`config.mk`:
```
export PLATFORM = sky130hd
export DESIGN_NAME = vga_timing_gen_flat
export DESIGN_NICKNAME = d
export VERILOG_FILES = /design/src/rtl/vga_timing_pkg.sv /design/src/rtl/vga_timing_gen_if.sv /design/src/rtl/vga_sync_delay.sv /design/src/rtl/vga_timing_gen.sv /design/src/flat_wrapper.sv
export SDC_FILE = /design/constraint.sdc
export NUM_CORES = 1
export LEC_CHECK = 0
export ABC_AREA = 1
export CORE_UTILIZATION = 35
export CTS_CLUSTER_SIZE = 14
export DETAILED_ROUTE_END_ITERATION = 8
export PLACE_DENSITY = 0.57
export SYNTH_ARGS = -nofsm -noshare
export SYNTH_HDL_FRONTEND = slang
export SYNTH_SLANG_ARGS = --single-unit
```
`constraint.sdc`:
```
create_clock -name vga_clk -period 3.5 [get_ports vga_clk]
set_input_delay 0.7 -clock vga_clk [delete_from_list [all_inputs] [get_ports vga_clk]]
set_output_delay 0.7 -clock vga_clk [all_outputs]
set_load 0.1 [all_outputs]
```
`src/rtl/vga_timing_pkg.sv`:
```
// Shared VGA raster timing defaults and types for the timing generator and its consumers.
package vga_timing_pkg;
  localparam int DEF_H_VISIBLE = 640;
  localparam int DEF_H_FRONT   = 16;
  localparam int DEF_H_SYNC    = 96;
  localparam int DEF_H_BACK    = 48;
  localparam int DEF_V_VISIBLE = 480;
  localparam int DEF_V_FRONT   = 10;
  localparam int DEF_V_SYNC    = 2;
  localparam int DEF_V_BACK    = 33;
  localparam int H_TOTAL = DEF_H_VISIBLE + DEF_H_FRONT + DEF_H_SYNC + DEF_H_BACK;
  localparam int V_TOTAL = DEF_V_VISIBLE + DEF_V_FRONT + DEF_V_SYNC + DEF_V_BACK;

  typedef logic [9:0] coord_t;

  typedef struct packed {
    logic hs;
    logic vs;
    logic blank;
  } vga_sync_t;
endpackage

```
`src/rtl/vga_timing_gen_if.sv`:
```
// Raster timing bundle from the timing generator to the pixel-drawing stage.
interface vga_timing_if;
  import vga_timing_pkg::*;

  coord_t     DrawX;
  coord_t     DrawY;
  logic       blank;
  logic       hs;
  logic       vs;
  logic       hs_d;
  logic       vs_d;
  logic       frame_start;
  logic [7:0] frame_count;

  modport master (output DrawX, DrawY, blank, hs, vs, hs_d, vs_d, frame_start, frame_count);
  modport slave  (input  DrawX, DrawY, blank, hs, vs, hs_d, vs_d, frame_start, frame_count);
endinterface

```
`src/rtl/vga_sync_delay.sv`:
```
// Resettable DEPTH-stage shift register used to line sync (or blank) up with a pipelined RGB path.
module vga_sync_delay #(
  parameter int               DEPTH   = 2,
  parameter int               WIDTH   = 1,
  parameter logic [WIDTH-1:0] RST_VAL = '0
) (
  input  logic             clk,
  input  logic             rst,
  input  logic [WIDTH-1:0] d,
  output logic [WIDTH-1:0] q
);
  if (DEPTH == 0) begin : g_pass
    logic unused_ctl;
    assign unused_ctl = &{1'b0, clk, rst};
    assign q = d;
  end else begin : g_shift
    logic [DEPTH-1:0][WIDTH-1:0] sr;
    always_ff @(posedge clk) begin
      if (rst) begin
        sr <= {DEPTH{RST_VAL}};
      end else begin
        sr[0] <= d;
        for (int i = 1; i < DEPTH; i++) sr[i] <= sr[i-1];
      end
    end
    assign q = sr[DEPTH-1];
  end
endmodule

```
`src/rtl/vga_timing_gen.sv`:
```
// VGA raster counter: registered coordinates, syncs, blank and frame markers, all in phase,
// plus sync copies delayed to match the downstream drawing pipeline.
module vga_timing_gen
  import vga_timing_pkg::*;
#(
  parameter int H_VISIBLE  = DEF_H_VISIBLE,
  parameter int H_FRONT    = DEF_H_FRONT,
  parameter int H_SYNC     = DEF_H_SYNC,
  parameter int H_BACK     = DEF_H_BACK,
  parameter int V_VISIBLE  = DEF_V_VISIBLE,
  parameter int V_FRONT    = DEF_V_FRONT,
  parameter int V_SYNC     = DEF_V_SYNC,
  parameter int V_BACK     = DEF_V_BACK,
  parameter int PIPE_DELAY = 2
) (
  input  logic         vga_clk,
  input  logic         reset,
  vga_timing_if.master vga
);
  localparam int     HT     = H_VISIBLE + H_FRONT + H_SYNC + H_BACK;
  localparam int     VT     = V_VISIBLE + V_FRONT + V_SYNC + V_BACK;
  localparam int     HS_BEG = H_VISIBLE + H_FRONT;
  localparam int     HS_END = HS_BEG + H_SYNC;
  localparam int     VS_BEG = V_VISIBLE + V_FRONT;
  localparam int     VS_END = VS_BEG + V_SYNC;
  localparam coord_t H_LAST = coord_t'(HT - 1);
  localparam coord_t V_LAST = coord_t'(VT - 1);

  if (HT > 1024 || VT > 1024) begin : g_bad_total
    $error("vga_timing_gen: horizontal and vertical totals must not exceed 1024");
  end
  if (PIPE_DELAY < 0 || PIPE_DELAY > 7) begin : g_bad_delay
    $error("vga_timing_gen: PIPE_DELAY must be in 0..7");
  end

  coord_t     hc, vc, hc_n, vc_n;
  vga_sync_t  sync, sync_n;
  logic       fs;
  logic [7:0] fc;
  logic [1:0] sync_d;

  // Decode from the next counter values so registered syncs land on the same edge as DrawX/DrawY.
  always_comb begin
    hc_n = hc + coord_t'(1);
    vc_n = vc;
    if (hc == H_LAST) begin
      hc_n = '0;
      vc_n = (vc == V_LAST) ? '0 : vc + coord_t'(1);
    end
    sync_n.hs    = !(int'(hc_n) >= HS_BEG && int'(hc_n) < HS_END);
    sync_n.vs    = !(int'(vc_n) >= VS_BEG && int'(vc_n) < VS_END);
    sync_n.blank = (int'(hc_n) < H_VISIBLE) && (int'(vc_n) < V_VISIBLE);
  end

  // Reset parks on the last pixel so the first free-running edge starts frame 1 at (0,0).
  always_ff @(posedge vga_clk) begin
    if (reset) begin
      hc   <= H_LAST;
      vc   <= V_LAST;
      sync <= '{hs: 1'b1, vs: 1'b1, blank: 1'b0};
      fs   <= 1'b0;
      fc   <= '0;
    end else begin
      hc   <= hc_n;
      vc   <= vc_n;
      sync <= sync_n;
      fs   <= (hc_n == '0) && (vc_n == '0);
      if ((hc_n == '0) && (vc_n == '0)) fc <= fc + 8'd1;
    end
  end

  vga_sync_delay #(
    .DEPTH  (PIPE_DELAY),
    .WIDTH  (2),
    .RST_VAL(2'b11)
  ) u_sync_dly (
    .clk(vga_clk),
    .rst(reset),
    .d  ({sync.hs, sync.vs}),
    .q  (sync_d)
  );

  assign vga.DrawX       = hc;
  assign vga.DrawY       = vc;
  assign vga.blank       = sync.blank;
  assign vga.hs          = sync.hs;
  assign vga.vs          = sync.vs;
  assign vga.hs_d        = sync_d[1];
  assign vga.vs_d        = sync_d[0];
  assign vga.frame_start = fs;
  assign vga.frame_count = fc;
endmodule

```
`src/flat_wrapper.sv`:
```
// flat-port wrapper written by rule: the top's interface ports become plain ports
module vga_timing_gen_flat import vga_timing_pkg::*;
#(
  parameter int H_VISIBLE  = DEF_H_VISIBLE,
  parameter int H_FRONT    = DEF_H_FRONT,
  parameter int H_SYNC     = DEF_H_SYNC,
  parameter int H_BACK     = DEF_H_BACK,
  parameter int V_VISIBLE  = DEF_V_VISIBLE,
  parameter int V_FRONT    = DEF_V_FRONT,
  parameter int V_SYNC     = DEF_V_SYNC,
  parameter int V_BACK     = DEF_V_BACK,
  parameter int PIPE_DELAY = 2
)
  (vga_clk, reset, vga_DrawX, vga_DrawY, vga_blank, vga_hs, vga_vs, vga_hs_d, vga_vs_d, vga_frame_start, vga_frame_count);
  vga_timing_if vga_i ();
  input  logic vga_clk;
  input  logic reset;
  output wire logic [$bits(vga_i.DrawX)-1:0] vga_DrawX;
  output wire logic [$bits(vga_i.DrawY)-1:0] vga_DrawY;
  output wire logic [$bits(vga_i.blank)-1:0] vga_blank;
  output wire logic [$bits(vga_i.hs)-1:0] vga_hs;
  output wire logic [$bits(vga_i.vs)-1:0] vga_vs;
  output wire logic [$bits(vga_i.hs_d)-1:0] vga_hs_d;
  output wire logic [$bits(vga_i.vs_d)-1:0] vga_vs_d;
  output wire logic [$bits(vga_i.frame_start)-1:0] vga_frame_start;
  output wire logic [$bits(vga_i.frame_count)-1:0] vga_frame_count;
  assign vga_DrawX = vga_i.DrawX;
  assign vga_DrawY = vga_i.DrawY;
  assign vga_blank = vga_i.blank;
  assign vga_hs = vga_i.hs;
  assign vga_vs = vga_i.vs;
  assign vga_hs_d = vga_i.hs_d;
  assign vga_vs_d = vga_i.vs_d;
  assign vga_frame_start = vga_i.frame_start;
  assign vga_frame_count = vga_i.frame_count;
  vga_timing_gen #(.H_VISIBLE(H_VISIBLE), .H_FRONT(H_FRONT), .H_SYNC(H_SYNC), .H_BACK(H_BACK), .V_VISIBLE(V_VISIBLE), .V_FRONT(V_FRONT), .V_SYNC(V_SYNC), .V_BACK(V_BACK), .PIPE_DELAY(PIPE_DELAY)) u_core (.vga_clk(vga_clk), .reset(reset), .vga(vga_i));
endmodule
```
==> impl_metrics.env, run 1 <==
export IMPL_area_delta_synth_final_pct=24.3
export IMPL_gp_congestion=0.857
export IMPL_grt_util_all_layers_pct=17.6
export IMPL_synth_top_area_share_pct=34.8
export IMPL_drc=0
export IMPL_dr_pass1_iters=4
export IMPL_htreeDepth=2
export IMPL_synth_avg_cell_area_um2=6.75
export IMPL_async_flop_share_pct=0
export IMPL_dp_cells=412
export IMPL_critPathTopFamily="buffers and inverters"
export IMPL_viasPerCell=4.79
export IMPL_cpPeakStageDelay_ps=1160
export IMPL_drt_total_wl_um=5190
export IMPL_synth_xor_area_share_pct=2.96
export IMPL_io_pins=36
export IMPL_syn_num_nets=313
export IMPL_cts_resized=0
export IMPL_numClockSinks=36
export IMPL_wire_per_inst_um=12.4
export IMPL_crit_type="reg -> out"
export IMPL_cts_setup_buffers=0
export IMPL_worst_path_buf_inv=1
export IMPL_synthDistinctLibCells=29
export IMPL_cts_hold_buf=0
export IMPL_mostFrequentLayoutCell="nand2_1"
export IMPL_crit_path_end_kind="output pin"
export IMPL_final_min_clock_period_ps=2560
export IMPL_die_area_um2=6240
export IMPL_synth_area_top_cells="dfxtp_1, nand2_1, nor2_1, inv_1, nand4_1"
export IMPL_slew_headroom_pct=34.0
export IMPL_fp_coreArea_um2=5610
export IMPL_synth_seq_cells=36
export IMPL_status="complete, no violations"
export IMPL_fin_area_um2=2580
export IMPL_fp_dieW_um=79.0
export IMPL_place_area_um2=2470
export IMPL_start_util_pct=37.0
export IMPL_path_clk_slew_ps=70
export IMPL_slowest_stage="clkdlybuf4s50_1"
export IMPL_skew_ps=5.08
export IMPL_yosysTopAreaCell="dfxtp_1"
export IMPL_num_vias=2013
export IMPL_hp_class="reg -> reg"
export IMPL_finalSetupViolCount=0
export IMPL_portBuffers=35
export IMPL_synth_warnings=0
export IMPL_drtIter0Drc=140
export IMPL_p_leak_nw=1.14
export IMPL_cts_made_buffers=5
export IMPL_synthCells=307
export IMPL_drv_slew=0
export IMPL_period_share_pct=73.0
export IMPL_grt_pass1_vias=1735
export IMPL_n_antenna_cell=0
export IMPL_crit_arrival_ps=1860
export IMPL_clockBufferDepth=2
export IMPL_finalSetupTns_ps=0
export IMPL_cts_tree="yes"
export IMPL_required_ps=2800
export IMPL_fmax_mhz=391
export IMPL_synthMuxAreaShare_pct=0
export IMPL_cts_root_buf="clkbuf_8"
export IMPL_stdcell_count=420
export IMPL_grt_pass1_wl_um=8440
export IMPL_critPathMaxFanout=5
export IMPL_synth_edf_count=0
export IMPL_rsz0062_at_grt="no"
export IMPL_postRouteAntennaNets=0
export IMPL_synth_compound_area_share_pct=5.07
export IMPL_hold_viol_final=0
export IMPL_final_nets=353
export IMPL_die_h_um=79.0
export IMPL_drive_above_1_share_pct=15.2
export IMPL_worst_setup_path_start_kind="register"
export IMPL_synth_top_family_by_area="simple AND/OR/NAND/NOR gates"
export IMPL_yosysSeqAreaShare_pct=34.8
export IMPL_powerDensity_nw_per_um2=866
export IMPL_peakVddDrop_mv=0.629
export IMPL_fp_row_count=27
export IMPL_maxCapViolCount=0
export IMPL_hpwl_um=3910
export IMPL_dominantRegCellSynth="dfxtp_1"
export IMPL_grt_max_degree=24
export IMPL_r2r_slack_ps=1250
export IMPL_synth_simple_gate_area_share_pct=47.6
export IMPL_synth_fa_ha_area_share_pct=2.41
export IMPL_cp_cell_sequence="clkdlybuf4s50_1"
export IMPL_final_cell_mix="nand2_1, nor2_1, dfxtp_1, inv_1, nand3_1"
export IMPL_tightestPinTransition_ps=987
export IMPL_gr_total_overflow=0
export IMPL_clk_latency_ps=280
export IMPL_syn_area_um2=2070
export IMPL_antenna_found_initial=0
==> sequential cells by signal, indices dropped and copies added, names as in the netlist <==
signal,cells
u_core.vga.DrawX,10
u_core.vga.blank,1
u_core.u_sync_dly.q,2
u_core.u_sync_dly.g_shift.sr,2
u_core.vga.hs,1
u_core.vga.frame_start,1
u_core.vga.DrawY,10
u_core.vga.vs,1
u_core.vga.frame_count,8
==> power breakdown <==
part / switching [W] / internal (W)
Combinational: 0.00100 / 0.000307
Clock: 0.000151 / 0.000212
Sequential: 0.0000865 / 0.000473
Total: 0.00124 / 0.000991
==> layout make-up <==
cell class,instances,area (um^2)
Fill cell,578,3030
Multi-Input combinational cell,232,1200
Sequential cell,36,721
Clock buffer,6,72.6
Inverter,36,138
Clock inverter,2,35.0
Timing Repair Buffer,36,318
Tap cell,72,90.1
==> worst paths after layout <==
check,from,endpoint,depth (start not counted)
max,u_core.vga.DrawY[1],vga_DrawY[1],1
min,u_core.u_sync_dly.g_shift.sr[0],u_core.u_sync_dly.q[0],1
max reg2reg,u_core.vga.DrawY[0],u_core.vga.frame_count[3],12
min reg2reg,u_core.u_sync_dly.g_shift.sr[0],u_core.u_sync_dly.q[0],1
==> stage by stage <==
stage / util [%] / power (W) / hold slack [ps] / setup slack, ps
2_1_floorplan: - / 0.00160 / 389 / 746
3_5_place_dp: 44.0 / 0.00188 / 397 / 1240
4_1_cts: 46.0 / 0.00225 / 415 / 924
3_3_place_gp: 44.0 / 0.00188 / 391 / 1250
5_1_grt: 46.0 / 0.00238 / 419 / 885
6_report: 46.0 / 0.00223 / 411 / 944
==> worst register-to-register path, cell delays in order (launching register included) <==
cell and delay (ps):
dfxtp_1 460, ha_1 290, nand2_1 100, nor2_1 210, nand3_1 100, nand2_1 70
nand2_1 50, nand2_1 50, nand2_1 80, nor2_2 390, nand3_4 180, nand2_1 90
a21oi_1 60
==> cell families (layout without fill, tap and decap cells) <==
kind of cell | after synthesis | count (layout)
and+or+nand+nor | 201 | 201
adders and majority gates | 4 | 4
AOI/OAI and AO/OA | 20 | 20
buffers and inverters | 39 | 80
DFF | 36 | 36
xor gates and xnor gates | 7 | 7
==> cells in the mapped netlist, types with 3 or more instances <==
| master | count |
|---|---|
| a21oi_1 | 10 |
| clkbuf_1 | 3 |
| dfxtp_1 | 36 |
| ha_1 | 4 |
| inv_1 | 34 |
| nand2_1 | 84 |
| nand2_2 | 9 |
| nand3_1 | 23 |
| nand4_1 | 20 |
| nor2_1 | 39 |
| nor2_2 | 7 |
| nor2_8 | 3 |
| nor3_1 | 4 |
| o21ai_0 | 7 |
| or2_2 | 5 |
| xnor2_1 | 3 |
| xor2_1 | 4 |
==> per-layer routing <==
| layer | track usage, % | part of all wire (%) | vias to the layer above | wire length (um) |
|---|---|---|---|---|
| met3 | 3.56 | 5.4 | 2 | 283 |
| met5 | 0 | 0 | - | 0 |
| met1 | 24.0 | 47 | 882 | 2460 |
| li1 | - | - | 1072 | - |
| met2 | 27.8 | 46 | 57 | 2410 |
| met4 | 5.45 | 0.64 | 0 | 33 |
Note: power is estimated with default switching activity, not from simulation.
==> inputs of run 2 (changes only) <==
--- a/config.mk
+++ b/config.mk
@@ -9,7 +9,7 @@
 export CORE_UTILIZATION = 35
 export CTS_CLUSTER_SIZE = 14
 export DETAILED_ROUTE_END_ITERATION = 8
-export PLACE_DENSITY = 0.57
+export PLACE_DENSITY = 0.59
 export SYNTH_ARGS = -nofsm -noshare
 export SYNTH_HDL_FRONTEND = slang
 export SYNTH_SLANG_ARGS = --single-unit
==> constraint.sdc (replaced) <==
create_clock -name vga_clk -period 2.3 [get_ports vga_clk]
set_input_delay 0.46 -clock vga_clk [delete_from_list [all_inputs] [get_ports vga_clk]]
set_output_delay 0.46 -clock vga_clk [all_outputs]
set_load 0.1 [all_outputs]
==> impl_metrics.env, run 2 (synthesis results as in run 1) <==
export IMPL_status="complete, no violations"
export IMPL_numClockSinks=36
export IMPL_hp_class="reg -> reg"
export IMPL_wire_per_inst_um=12.3
export IMPL_drt_total_wl_um=5230
export IMPL_final_min_clock_period_ps=2100
export IMPL_r2r_slack_ps=200
export IMPL_place_area_um2=2470
export IMPL_start_util_pct=37.0
export IMPL_grt_util_all_layers_pct=18.4
export IMPL_finalSetupViolCount=0
export IMPL_drtIter0Drc=139
export IMPL_fp_dieW_um=79.0
export IMPL_required_ps=2480
export IMPL_mostFrequentLayoutCell="nand2_1"
export IMPL_gp_congestion=0.896
export IMPL_fmax_mhz=476
export IMPL_maxCapViolCount=0
export IMPL_grt_pass1_vias=1959
export IMPL_fp_row_count=27
export IMPL_reg2regPathDepth=12
export IMPL_htreeDepth=2
export IMPL_clockBufferDepth=2
export IMPL_cts_made_buffers=5
export IMPL_period_share_pct=91.4
export IMPL_gr_total_overflow=0
export IMPL_crit_end="u_core.vga.frame_count[6]"
export IMPL_hpwl_um=4020
export IMPL_cts_root_buf="clkbuf_8"
export IMPL_die_area_um2=6240
export IMPL_clk_latency_ps=290
export IMPL_slowest_stage="dfxtp_4"
export IMPL_antenna_found_initial=0
export IMPL_crit_arrival_ps=2280
export IMPL_rsz0062_at_grt="no"
export IMPL_powerDensity_nw_per_um2=1330
export IMPL_crit_path_end_kind="register"
export IMPL_hold_viol_final=0
export IMPL_rr_endpoint="u_core.vga.frame_count[6]"
export IMPL_grt_max_degree=17
export IMPL_critPathMaxFanout=9
export IMPL_die_h_um=79.0
export IMPL_path_clk_slew_ps=70
export IMPL_crit_type="reg -> reg"
export IMPL_startpoint="u_core.vga.DrawX[0]"
export IMPL_fin_area_um2=2610
export IMPL_num_vias=2092
export IMPL_drv_slew=0
export IMPL_dr_pass1_iters=4
export IMPL_cp_cell_sequence="ha_1 > nand2_4 > nor2_8 > inv_4 > nor2_8 > nor2_1 > nor2_2 > nand2_1 > nor2_4 > nand3_4 > nand2_1 > a21oi_1"
export IMPL_area_delta_synth_final_pct=25.8
export IMPL_drc=0
export IMPL_final_cell_mix="nand2_1, buf_4, nor2_1, inv_1, nand3_1"
export IMPL_final_nets=357
export IMPL_tightestPinTransition_ps=426
export IMPL_io_pins=36
export IMPL_cts_tree="yes"
export IMPL_portBuffers=35
export IMPL_fp_coreArea_um2=5610
export IMPL_fill_cells=606
export IMPL_postRouteAntennaNets=0
export IMPL_p_leak_nw=1.19
export IMPL_viasPerCell=4.93
export IMPL_n_antenna_cell=0
export IMPL_cpPeakStageDelay_ps=370
export IMPL_peakVddDrop_mv=0.766
export IMPL_r2r_start="u_core.vga.DrawX[0]"
export IMPL_worst_setup_path_start_kind="register"
export IMPL_grt_pass1_wl_um=8940
export IMPL_slew_headroom_pct=71.6
export IMPL_skew_ps=6.92
export IMPL_drive_above_1_share_pct=27.3
export IMPL_finalSetupTns_ps=0
[run 2: cell types whose count changed in the layout (fill, tap and decap cells not counted), sizes merged]
| cell | previous run | this run |
|---|---|---|
| buf | 17 | 39 |
| bufinv | 1 | 0 |
| clkbuf | 6 | 7 |
| clkdlybuf4s50 | 19 | 1 |
[run 2: critical path: cells and delay by family, from the launching register on]
kind            cells  cell delay [ps]
buf+inv             1               60
flops               1              370
compound gates      1               60
fa+ha+maj           1              210
simple gates        9             1270
[run 2: stage by stage]
stage	hold WS, ps	setup slack (ps)	power [W]	util (%)	instances
2_1_floorplan	389	67.4	0.00246	-	307
3_3_place_gp	391	156	0.00290	44.1	415
3_5_place_dp	397	138	0.00291	44.1	415
4_1_cts	413	120	0.00343	46.0	423
5_1_grt	433	0.973	0.00370	46.5	424
6_report	410	198	0.00346	46.5	424
[run 2: how the worst min path moves through the flow]
stage                                    startpoint                     end  slack [ps]  cells past startpoint
CTS                 u_core.u_sync_dly.g_shift.sr[0]  u_core.u_sync_dly.q[0]         410                      1
detailed placement  u_core.u_sync_dly.g_shift.sr[0]  u_core.u_sync_dly.q[0]         400                      1
global placement    u_core.u_sync_dly.g_shift.sr[0]  u_core.u_sync_dly.q[0]         390                      1
global route        u_core.u_sync_dly.g_shift.sr[1]  u_core.u_sync_dly.q[1]         430                      1
finish              u_core.u_sync_dly.g_shift.sr[0]  u_core.u_sync_dly.q[0]         410                      1
floorplan           u_core.u_sync_dly.g_shift.sr[0]  u_core.u_sync_dly.q[0]         390                      1
[run 2: layout make-up]
class	instances	area [um^2]	share of cell area, %
repair buffers	40	303	11.6
well taps	72	90.1	3.45
clock buffers	7	97.6	3.74
multi-input cells	232	1230	47.1
inverters	36	138	5.28
clock inverters	1	5.00	0.192
flip-flops and latches	36	748	28.7
[run 2: per-layer routing]
layer | up-vias | routed length, um | global-route usage, %
met5 | - | 0 | 0
met4 | 0 | 63 | 6.55
met3 | 6 | 239 | 3.68
met2 | 48 | 2360 | 29.6
met1 | 959 | 2570 | 24.3
li1 | 1079 | - | -
[run 2: timing repair]
item,4_1_cts,5_1_grt
buffers inserted,0,1
setup endpoints to repair,0,7
endpoints found under the hold margin,0,0
gates resized for setup,0,5
hold buffers,0,0
[run 2: where the power goes]
| group | leakage [nW] | internal [W] | switching (W) |
|---|---|---|---|
| Clock | 0.0534 | 0.000278 | 0.000229 |
| Sequential | 0.294 | 0.000742 | 0.000130 |
| Combinational | 0.843 | 0.000500 | 0.00158 |
| Total | 1.19 | 0.00152 | 0.00194 |
